File: config.mk
export PLATFORM = sky130hd
export DESIGN_NAME = keypad_scan_ctrl
export DESIGN_NICKNAME = d
export VERILOG_FILES = /design/src/rtl/keypad_scan_ctrl.sv
export SDC_FILE = /design/constraint.sdc
export NUM_CORES = 1
export LEC_CHECK = 0
export CAP_MARGIN = 30
export CORE_ASPECT_RATIO = 1.25
export CORE_MARGIN = 2
export CORE_UTILIZATION = 35
export CTS_CLUSTER_DIAMETER = 120
export CTS_CLUSTER_SIZE = 12
export DETAILED_ROUTE_END_ITERATION = 8
export GPL_TIMING_DRIVEN = 1
export SYNTH_ARGS = -nofsm -noshare
export SYNTH_HDL_FRONTEND = slang
export SYNTH_SLANG_ARGS = --single-unit
File: constraint.sdc
create_clock -name clk_100MHz -period 8 [get_ports clk_100MHz]
set_input_delay 1.6 -clock clk_100MHz [delete_from_list [all_inputs] [get_ports clk_100MHz]]
set_output_delay 1.6 -clock clk_100MHz [all_outputs]
set_load 0.02 [all_outputs]
File: src/rtl/keypad_scan_ctrl.sv
// -----------------------------------------------------------------------------
// keypad_scan_ctrl
//
// Scans a 4x4 active-low matrix keypad one column at a time, classifies every
// full scan pass as NONE / KEY(k) / MULTI, debounces presses and releases over
// DEBOUNCE_SCANS consecutive passes and hands accepted key codes to a consumer
// through a valid/ready handshake.
//
// Parameters
//   SETTLE_CYCLES  : cycles each column is driven before its rows are sampled (>= 2)
//   DEBOUNCE_SCANS : identical consecutive passes needed to accept press/release (1..15)
//
// Ports
//   clk_100MHz : system clock, rising edge
//   reset      : synchronous, active-high reset
//   row[3:0]   : keypad rows, active-low, row r on bit row[3-r]
//   col[3:0]   : column drive, active-low one-hot, column c on bit col[3-c]
//   key_code   : hex code of the accepted key, stable while key_valid=1
//   key_valid  : key event available
//   key_ready  : consumer accepts the event
//   key_held   : a debounced key is currently pressed
//   overrun    : sticky, an event was dropped because the previous one was unread
//
// Build option
//   KEYPAD_AUTOREPEAT_EN : when defined, a held key re-emits after 32 further
//                          matching passes, then every 8 passes.
// -----------------------------------------------------------------------------
module keypad_scan_ctrl #(
    parameter int SETTLE_CYCLES  = 25000,
    parameter int DEBOUNCE_SCANS = 4
) (
    input  logic       clk_100MHz,
    input  logic       reset,
    input  logic [3:0] row,
    output logic [3:0] col,
    output logic [3:0] key_code,
    output logic       key_valid,
    input  logic       key_ready,
    output logic       key_held,
    output logic       overrun
);

    localparam int                  SETTLE_W    = $clog2(SETTLE_CYCLES);
    localparam logic [SETTLE_W-1:0] SETTLE_LAST = SETTLE_W'(SETTLE_CYCLES - 1);
    localparam logic [3:0]          DEB_N       = 4'(DEBOUNCE_SCANS);

    typedef enum logic [1:0] {
        ST_RELEASED,
        ST_PRESS_CHK,
        ST_HELD,
        ST_RELEASE_CHK
    } state_t;

    // Fixed keypad legend: rows 0..2 of columns 0..2 form the 1..9 block,
    // row 3 holds 0/F/E and column 3 holds A..D.
    function automatic logic [3:0] key_map(input logic [1:0] c, input logic [1:0] r);
        logic [3:0] code;
        if (c == 2'd3) begin
            code = 4'hA + {2'b00, r};
        end else if (r == 2'd3) begin
            code = (c == 2'd0) ? 4'h0 : ((c == 2'd1) ? 4'hF : 4'hE);
        end else begin
            code = 4'd1 + {2'b00, c} + 4'd3 * {2'b00, r};
        end
        return code;
    endfunction

    // Scan sequencer and pass accumulator
    logic [SETTLE_W-1:0] settle_q, settle_d;
    logic [1:0]          col_idx_q, col_idx_d;
    logic [1:0]          hits_q, hits_d;          // keys seen so far this pass, saturates at 2
    logic [3:0]          code_acc_q, code_acc_d;  // code of the key seen so far this pass

    // Debounce FSM
    state_t     state_q, state_d;
    logic [3:0] cand_q, cand_d;
    logic [3:0] count_q, count_d;

    // Output event register
    logic [3:0] key_code_q, key_code_d;
    logic       key_valid_q, key_valid_d;
    logic       overrun_q, overrun_d;

    logic [3:0] row_hit;
    logic       col_last;
    logic       pass_end;
    logic [2:0] col_cnt;
    logic [3:0] col_code;
    logic [2:0] hit_sum;
    logic [1:0] pass_hits;
    logic [3:0] pass_code;
    logic       pass_none;
    logic       pass_key;
    logic       emit;
    logic [3:0] emit_code;

`ifdef KEYPAD_AUTOREPEAT_EN
    logic [5:0] rep_cnt_q, rep_cnt_d;
    logic       rep_armed_q, rep_armed_d;   // first repeat already issued
    logic [5:0] rep_nxt;
`endif

    genvar gi;
    generate
        for (gi = 0; gi < 4; gi++) begin : g_lines
            assign row_hit[gi] = ~row[3-gi];
            assign col[3-gi]   = (col_idx_q != 2'(gi));
        end
    endgenerate

    assign col_last = (settle_q == SETTLE_LAST);
    assign pass_end = col_last && (col_idx_q == 2'd3);

    // Keys low in the currently driven column. With more than one the code is
    // irrelevant because the pass is MULTI anyway.
    always_comb begin
        col_cnt  = '0;
        col_code = key_map(col_idx_q, 2'd0);
        for (int r = 3; r >= 0; r--) begin
            if (row_hit[r]) begin
                col_cnt  = col_cnt + 3'd1;
                col_code = key_map(col_idx_q, 2'(r));
            end
        end
    end

    // Pass result including the column being sampled right now
    always_comb begin
        hit_sum   = 3'(hits_q) + col_cnt;
        pass_hits = (hit_sum >= 3'd2) ? 2'd2 : hit_sum[1:0];
        pass_code = (col_cnt != 3'd0) ? col_code : code_acc_q;
        pass_none = (pass_hits == 2'd0);
        pass_key  = (pass_hits == 2'd1);
    end

    always_comb begin
        settle_d   = settle_q + SETTLE_W'(1);
        col_idx_d  = col_idx_q;
        hits_d     = hits_q;
        code_acc_d = code_acc_q;
        if (col_last) begin
            settle_d  = '0;
            col_idx_d = col_idx_q + 2'd1;
            if (pass_end) begin
                hits_d     = '0;
                code_acc_d = '0;
            end else begin
                hits_d     = pass_hits;
                code_acc_d = pass_code;
            end
        end
    end

    // Debounce next-state logic, evaluated only on the pass-end cycle
    always_comb begin
        state_d   = state_q;
        cand_d    = cand_q;
        count_d   = count_q;
        emit      = 1'b0;
        emit_code = cand_q;
`ifdef KEYPAD_AUTOREPEAT_EN
        rep_cnt_d   = rep_cnt_q;
        rep_armed_d = rep_armed_q;
        rep_nxt     = rep_cnt_q + 6'd1;
`endif
        if (pass_end) begin
`ifdef KEYPAD_AUTOREPEAT_EN
            // Any pass other than a matching one in HELD restarts the repeat timing
            rep_cnt_d   = '0;
            rep_armed_d = 1'b0;
`endif
            case (state_q)
                ST_RELEASED: begin
                    if (pass_key) begin
                        cand_d    = pass_code;
                        emit_code = pass_code;
                        if (DEB_N == 4'd1) begin
                            state_d = ST_HELD;
                            count_d = '0;
                            emit    = 1'b1;
                        end else begin
                            state_d = ST_PRESS_CHK;
                            count_d = 4'd1;
                        end
                    end
                end
                ST_PRESS_CHK: begin
                    if (pass_key && (pass_code == cand_q)) begin
                        if ((count_q + 4'd1) == DEB_N) begin
                            state_d = ST_HELD;
                            count_d = '0;
                            emit    = 1'b1;
                        end else begin
                            count_d = count_q + 4'd1;
                        end
                    end else begin
                        state_d = ST_RELEASED;
                        count_d = '0;
                    end
                end
                ST_HELD: begin
                    if (pass_none) begin
                        if (DEB_N == 4'd1) begin
                            state_d = ST_RELEASED;
                            count_d = '0;
                        end else begin
                            state_d = ST_RELEASE_CHK;
                            count_d = 4'd1;
                        end
                    end
`ifdef KEYPAD_AUTOREPEAT_EN
                    else if (pass_key && (pass_code == cand_q)) begin
                        if ((!rep_armed_q && rep_nxt == 6'd32) || (rep_armed_q && rep_nxt == 6'd8)) begin
                            emit        = 1'b1;
                            rep_cnt_d   = '0;
                            rep_armed_d = 1'b1;
                        end else begin
                            rep_cnt_d   = rep_nxt;
                            rep_armed_d = rep_armed_q;
                        end
                    end
`endif
                end
                ST_RELEASE_CHK: begin
                    if (pass_none) begin
                        if ((count_q + 4'd1) == DEB_N) begin
                            state_d = ST_RELEASED;
                            count_d = '0;
                        end else begin
                            count_d = count_q + 4'd1;
                        end
                    end else begin
                        state_d = ST_HELD;
                        count_d = '0;
                    end
                end
                default: begin
                    state_d = ST_RELEASED;
                    count_d = '0;
                end
            endcase
        end
    end

    // Event handshake: a handshake frees the slot on the same edge a new event
    // may be loaded, so only an unread, unaccepted event causes a drop.
    always_comb begin
        key_code_d  = key_code_q;
        key_valid_d = key_valid_q;
        overrun_d   = overrun_q;
        if (key_valid_q && key_ready) begin
            key_valid_d = 1'b0;
        end
        if (emit) begin
            if (!key_valid_q || key_ready) begin
                key_code_d  = emit_code;
                key_valid_d = 1'b1;
            end else begin
                overrun_d = 1'b1;
            end
        end
    end

    always_ff @(posedge clk_100MHz) begin
        if (reset) begin
            settle_q    <= '0;
            col_idx_q   <= '0;
            hits_q      <= '0;
            code_acc_q  <= '0;
            state_q     <= ST_RELEASED;
            cand_q      <= '0;
            count_q     <= '0;
            key_code_q  <= '0;
            key_valid_q <= 1'b0;
            overrun_q   <= 1'b0;
`ifdef KEYPAD_AUTOREPEAT_EN
            rep_cnt_q   <= '0;
            rep_armed_q <= 1'b0;
`endif
        end else begin
            settle_q    <= settle_d;
            col_idx_q   <= col_idx_d;
            hits_q      <= hits_d;
            code_acc_q  <= code_acc_d;
            state_q     <= state_d;
            cand_q      <= cand_d;
            count_q     <= count_d;
            key_code_q  <= key_code_d;
            key_valid_q <= key_valid_d;
            overrun_q   <= overrun_d;
`ifdef KEYPAD_AUTOREPEAT_EN
            rep_cnt_q   <= rep_cnt_d;
            rep_armed_q <= rep_armed_d;
`endif
        end
    end

    assign key_code  = key_code_q;
    assign key_valid = key_valid_q;
    assign overrun   = overrun_q;
    assign key_held  = (state_q == ST_HELD) || (state_q == ST_RELEASE_CHK);

endmodule

* Yosys cells after proc, flatten, opt, wreduce, memory -nomap -nowiden
Cells that the tools add are included.
** Storage, ports and cells
- Word-level logic and storage cells :: 95
- Output and inout bits :: 11
- Bits in registers :: 39
- Bits of input ports :: 7
** Cells by class
- Reductions and logical operators :: 16
- Add/sub/neg operators :: 10
- Equal/unequal tests :: 16
- Mux-type cells :: 41
- Bitwise logic cells :: 1
- $lt $le $gt $ge :: 1
** Operators with widths (number)
- $mux W4 :: 19
- $mux W2 :: 8
- $pmux W4 S4 :: 1
- $add A15 B1 Y15 const B :: 1
- $eq A15 B15 Y1 const B :: 1
- $add A3 B1 Y3 const B :: 3
- $mux W1 :: 9
- $mux W3 :: 3
- $ne A2 B2 Y1 const B :: 4
- $pmux W2 S4 :: 1
- $eq A2 B1 Y1 const B :: 3
- $eq A2 B2 Y1 const B :: 3
- $logic_not A2 Y1 :: 3
- $ne A3 B3 Y1 const B :: 2
- $reduce_and A5 Y1 :: 1
- $add A4 B1 Y4 const B :: 1
- $add A4 B2 Y4 const B :: 1
- $add A4 B3 Y4 const B :: 1
- $eq A4 B3 Y1 const B :: 1
- $eq A4 B4 Y1 :: 1
- $reduce_and A2 Y1 :: 2
- $add A1 B2 Y3 const A :: 1
- $add A2 B3 Y3 :: 1
- $ge A3 B2 Y1 const B :: 1
- other kinds (10) :: 13

* Longest topological paths before layout
- Depth in word-level cells :: 16
- Gate-level depth with buffers :: 15
- Mapped depth without buffers :: 14

* Worst setup path before layout
Ideal clock, no wire load.
- Kind :: in2reg
- Start point :: input row[1]
- End point :: register key_code_q[0], in the netlist key_code[0]
- Arrival time :: 4832 ps
- Slack :: 3046 ps
- Setup time :: 121 ps
- Stages :: 14
- Buffers on the path :: 1
- Cell sequence :: inv_1 -> ha_1 -> xnor2_2 -> ha_1 -> mux2_2 -> fa_1 -> xor3_1 -> nand4b_1 -> a311o_1 -> nor2_1 -> and4_1 -> buf_4 -> and4_4 -> mux2_4
** On the way
- Word-level cells in the longest chain between the ends :: 14
- Elaborated cells on any way between the ends :: 23
- Those cells by class :: add/sub (3); order compare (1); eq/ne (2); mux (14); reduce/logical (3)
** RTL lines
- from (decl) :: RTL line 34 : input logic [3:0] row,
- $mux W3 :: RTL line 120 : if (row_hit[r]) begin
- $add A3 B1 Y3 :: RTL line 121 : col_cnt = col_cnt + 3'd1;
- $mux W3 :: RTL line 120
- $add A3 B1 Y3 :: RTL line 121
- $mux W3 :: RTL line 120
- $add A2 B3 Y3 :: RTL line 129 : hit_sum = 3'(hits_q) + col_cnt;
- $ge A3 B2 Y1 :: RTL line 130 : pass_hits = (hit_sum >= 3'd2) ? 2'd2 : hit_sum[1:0];
- $mux W2 :: RTL line 130
- $eq A2 B1 Y1 :: RTL line 133 : pass_key = (pass_hits == 2'd1);
- $logic_and A1 B1 Y1 :: RTL line 188 : if (pass_key && (pass_code == cand_q)) begin
- $mux W1 :: RTL line 188
- $mux W1 :: RTL line 172 : case (state_q)
- $mux W1 :: RTL line 166 : if (pass_end) begin
- $reduce_and A2 Y1 (no source line)
- to (signal assigned) :: RTL line 288 : key_code_q <= key_code_d;
- to (decl) :: RTL line 80 : logic [3:0] key_code_q, key_code_d;
Parallel ways exist; a longest one is shown, timed or not.
A chain may end at the register's enable or synchronous reset.

* Worst setup path in the final report
- Start point :: input row[0]
- End point :: register key_code_q[1], in the netlist key_code[1]
** On the way
- Word-level cells in the longest chain between the ends :: 16
- Elaborated cells on any way between the ends :: 26
- Those cells by class :: add/sub (4); order compare (1); eq/ne (2); mux (16); reduce/logical (3)
** RTL lines (RTL line)
- $mux W1 :: 120
- $add A3 B1 Y3 :: 121
- $mux W3 :: 120
- $add A3 B1 Y3 :: 121
- $mux W3 :: 120
- $add A3 B1 Y3 :: 121
- $mux W3 :: 120
- $add A2 B3 Y3 :: 129
- $ge A3 B2 Y1 :: 130
- $mux W2 :: 130
- $eq A2 B1 Y1 :: 133
- $logic_and A1 B1 Y1 :: 188
- $mux W1 :: 188
- $mux W1 :: 172
- $mux W1 :: 166
- $reduce_and A2 Y1 (no source line)
Parallel ways exist; a longest one is shown, timed or not.

==> key figures <==
Run status
  – Outcome: finished, final reports clean

STA
  – RSZ-0062 raised after global routing: false
  – Worst hold slack: 471.1 ps
  – # setup viols final: 0
  – Final-report hold violation count: 0
  – Rel. slew slack: 43.45%
  – Post-route clock period utilization: 69.83%
  – Clock skew after layout: 7.832 ps
  – Max Clk Rate: 0.1790 GHz
  – Period minus WS final: 5586 ps
  – Fin. max-slew vios: 0
  – Setup TNS: 0 ps
  – Worst-Margin Slew: 845.5 ps

Synthesis
  – Synth area leader: dfxtp_1
  – EDFF count, synth: 0
  – Synth Cell Area: 0.002379 mm2
  – Synth Net Count: 292
  – Top post-synthesis cells by area: dfxtp_1 (33%), ha_1 (7.9%), nor2_1 (5.8%)
  – Synth warn: 0
  – Seq cells post-synth: 39
  – Post-synthesis sequential area ratio: 32.82%
  – Ys flop type: dfxtp_1
  – Syn Area/Cell: 8.842 um2
  – Mapped Cells: 269
  – Synth cell types: 58
  – Async set-reset flop share out of synthesis: 0%
  – Top cell type's share of synthesized area: 32.82%

CTS
  – Number of setup buffers added after CTS: 0
  – Cts repair resizes: 0
  – Clk Tree Root Cell: clkbuf_8
  – Worst-Skew Late Latency: 290 ps
  – Sink Count: 39
  – Clock slew at reported path FFs: 80 ps
  – Cts hold-fix bufs: 0
  – Clock buffer depth: 2
  – H-tree depth: 2
  – TritonCTS buffer count: 5
  – TritonCTS clock tree: yes

Floorplanning
  – Full die area: 0.007475 mm2
  – Die height: 96.17 um
  – I/O Pins: 18
  – FP Rows: 33
  – Starting Density: 36.23%
  – Placeable Area: 0.006565 mm2
  – Die width: 77.74 um

Place
  – Cell Count Post-Placement: 364
  – Number of port buffers: 17
  – DP HPWL: 3568 um
  – GP Congestion: 0.7779

Worst setup path
  – Crit path DAT: 5770 ps
  – Max stage delay on crit path: 610 ps
  – CP Cell Sequence: clkdlybuf4s50_1 > inv_1 > ha_1 > xnor2_2 > ha_1 > mux2_2 > fa_1 > xor3_1 > nand4b_1 > a311o_1 > nor2_1 > and4_1 > and4_4 > mux2_4
  – Worst-path fanout max: 8
  – Reg2Reg Depth: 10
  – Crit end category: flop
  – CP Launch Type: input pin
  – Req. time, crit path: 8180 ps
  – Most used cell, CP: ha_1
  – Kind of critical path: in -> reg
  – Slowest CP cell: clkdlybuf4s50_1

Cells and area
  – Commonest non-fill, non-tap cells in the layout: dfxtp_1 (39), nor2_1 (37), clkdlybuf4s50_1 (17)
  – Most common cell after layout, fill and taps aside: dfxtp_1
  – Post-layout util: 41.49%
  – Synth-to-layout area growth: 14.52%
  – Nets: 307
  – Cell Count, Final, Fillers Out: 372
  – Antenna cells: 0
  – Share of layout cells above drive strength 1: 7.018%

Pwr
  – Peak supply drop: 0.0001070 V
  – Leakage: 1.063 nW
  – Power Dens Cells: 150.2 mW/mm2
  – Total power draw: 0.4090 mW

Route
  – Via Count: 1874
  – DRC: 0
  – WL/cell: 12.56 um
  – Total wire length: 4672 um
  – Number of DRC markers in iteration 0: 89
  – Vias per inst: 5.038
  – Final ANT Viol Nets: 0
  – DRT Pass-1 Iters: 4

Min path
  – Hold Path Depth: 1
  – HP Class: reg -> reg

Global route
  – Vias in the first global route: 1783
  – GR Util All Layers: 13.56%
  – GR Overflow Total: 0
  – Largest net degree at the start of global routing: 25
  – Initial antenna violation count: 0
  – First-pass GRT wire length: 8169 um

Flow run
  – Max-cap violations: 0
registers in the layout, summed over array words and instances (netlist names):
signal      flops
code_acc_q      4
count_q         4
col_idx_q       2
key_valid       1
state_q         2
cand_q          4
overrun         1
key_code        4
settle_q       15
hits_q          2
logic make-up after synthesis:
kind of cell | after synthesis | share of synthesized area [%]
AND/OR/NAND/NOR | 117 | 26.67
AO/OA/AOI/OAI | 42 | 12.63
flip-flops | 39 | 32.82
XOR/XNOR | 21 | 8.680
buffers and inverters | 21 | 3.840
adder cells (fa/ha/maj) | 16 | 8.732
multiplexers | 13 | 6.628
layout make-up:
| class | instances | area, um2 |
|---|---|---|
| sequential | 39 | 780.7 |
| clock buffer | 5 | 68.82 |
| multi-input combinational | 209 | 1506 |
| inverter | 12 | 45.04 |
| clock inverter | 3 | 43.79 |
| tap | 87 | 108.9 |
| fill | 647 | 3841 |
| timing repair buffer | 17 | 170.2 |
metal layers:
| layer | GRT usage (%) | part of all wire, % |
|---|---|---|
| met5 | 0 | 0 |
| met4 | 3.125 | 0.96 |
| met1 | 16.13 | 47 |
| met3 | 3.096 | 1.8 |
| met2 | 24.78 | 50 |
worst max-delay path: cells and delay by family:
kind / cells / cell delay (ps)
AO/OA/AOI/OAI: 1 / 300
XOR/XNOR: 2 / 640
adder cells (fa/ha/maj): 3 / 1070
buffers and inverters: 2 / 680
multiplexers: 2 / 590
AND/OR/NAND/NOR: 4 / 890
report_power, final:
group	switching (mW)	internal [mW]
Combinational	0.0277	0.0208
Clock	0.0712	0.0929
Sequential	0.00123	0.195
Total	0.100	0.309
Yosys cell counts, types with 2 or more instances:
cell,number
dfxtp_1,39
nor2_1,37
nand2_1,16
ha_1,15
inv_1,12
nor2b_1,10
xnor2_1,10
nand3_1,9
xor2_1,9
a21oi_1,8
o21ai_0,8
and3_1,6
mux2i_1,6
clkbuf_1,5
mux2_4,5
nand2b_1,5
nor3_1,5
and2_1,4
nor4bb_1,4
a211oi_1,3
nand4_1,3
nand4b_1,3
nor4b_1,3
o221ai_1,3
a22o_1,2
a32o_1,2
and2b_1,2
and4_1,2
mux2_2,2
o31ai_1,2
or3_1,2
final timing paths:
check,startpoint,endpoint,slack [ps]
worst max-delay path,row[0],key_code[1],2410
worst min-delay path,settle_q[0],settle_q[0],470
worst max register to register,col_idx_q[0],key_code[1],4880
worst min register to register,settle_q[0],settle_q[0],470
per-stage QoR:
step           setup WS (ps)  instance area [um2]
3_5_place_dp            2100                 2611
5_1_grt                 2202                 2724
2_1_floorplan           3046                 2379
3_3_place_gp            2189                 2611
4_1_cts                 2409                 2724
6_report                2414                 2724
Note: power is estimated with default switching activity, not from simulation.
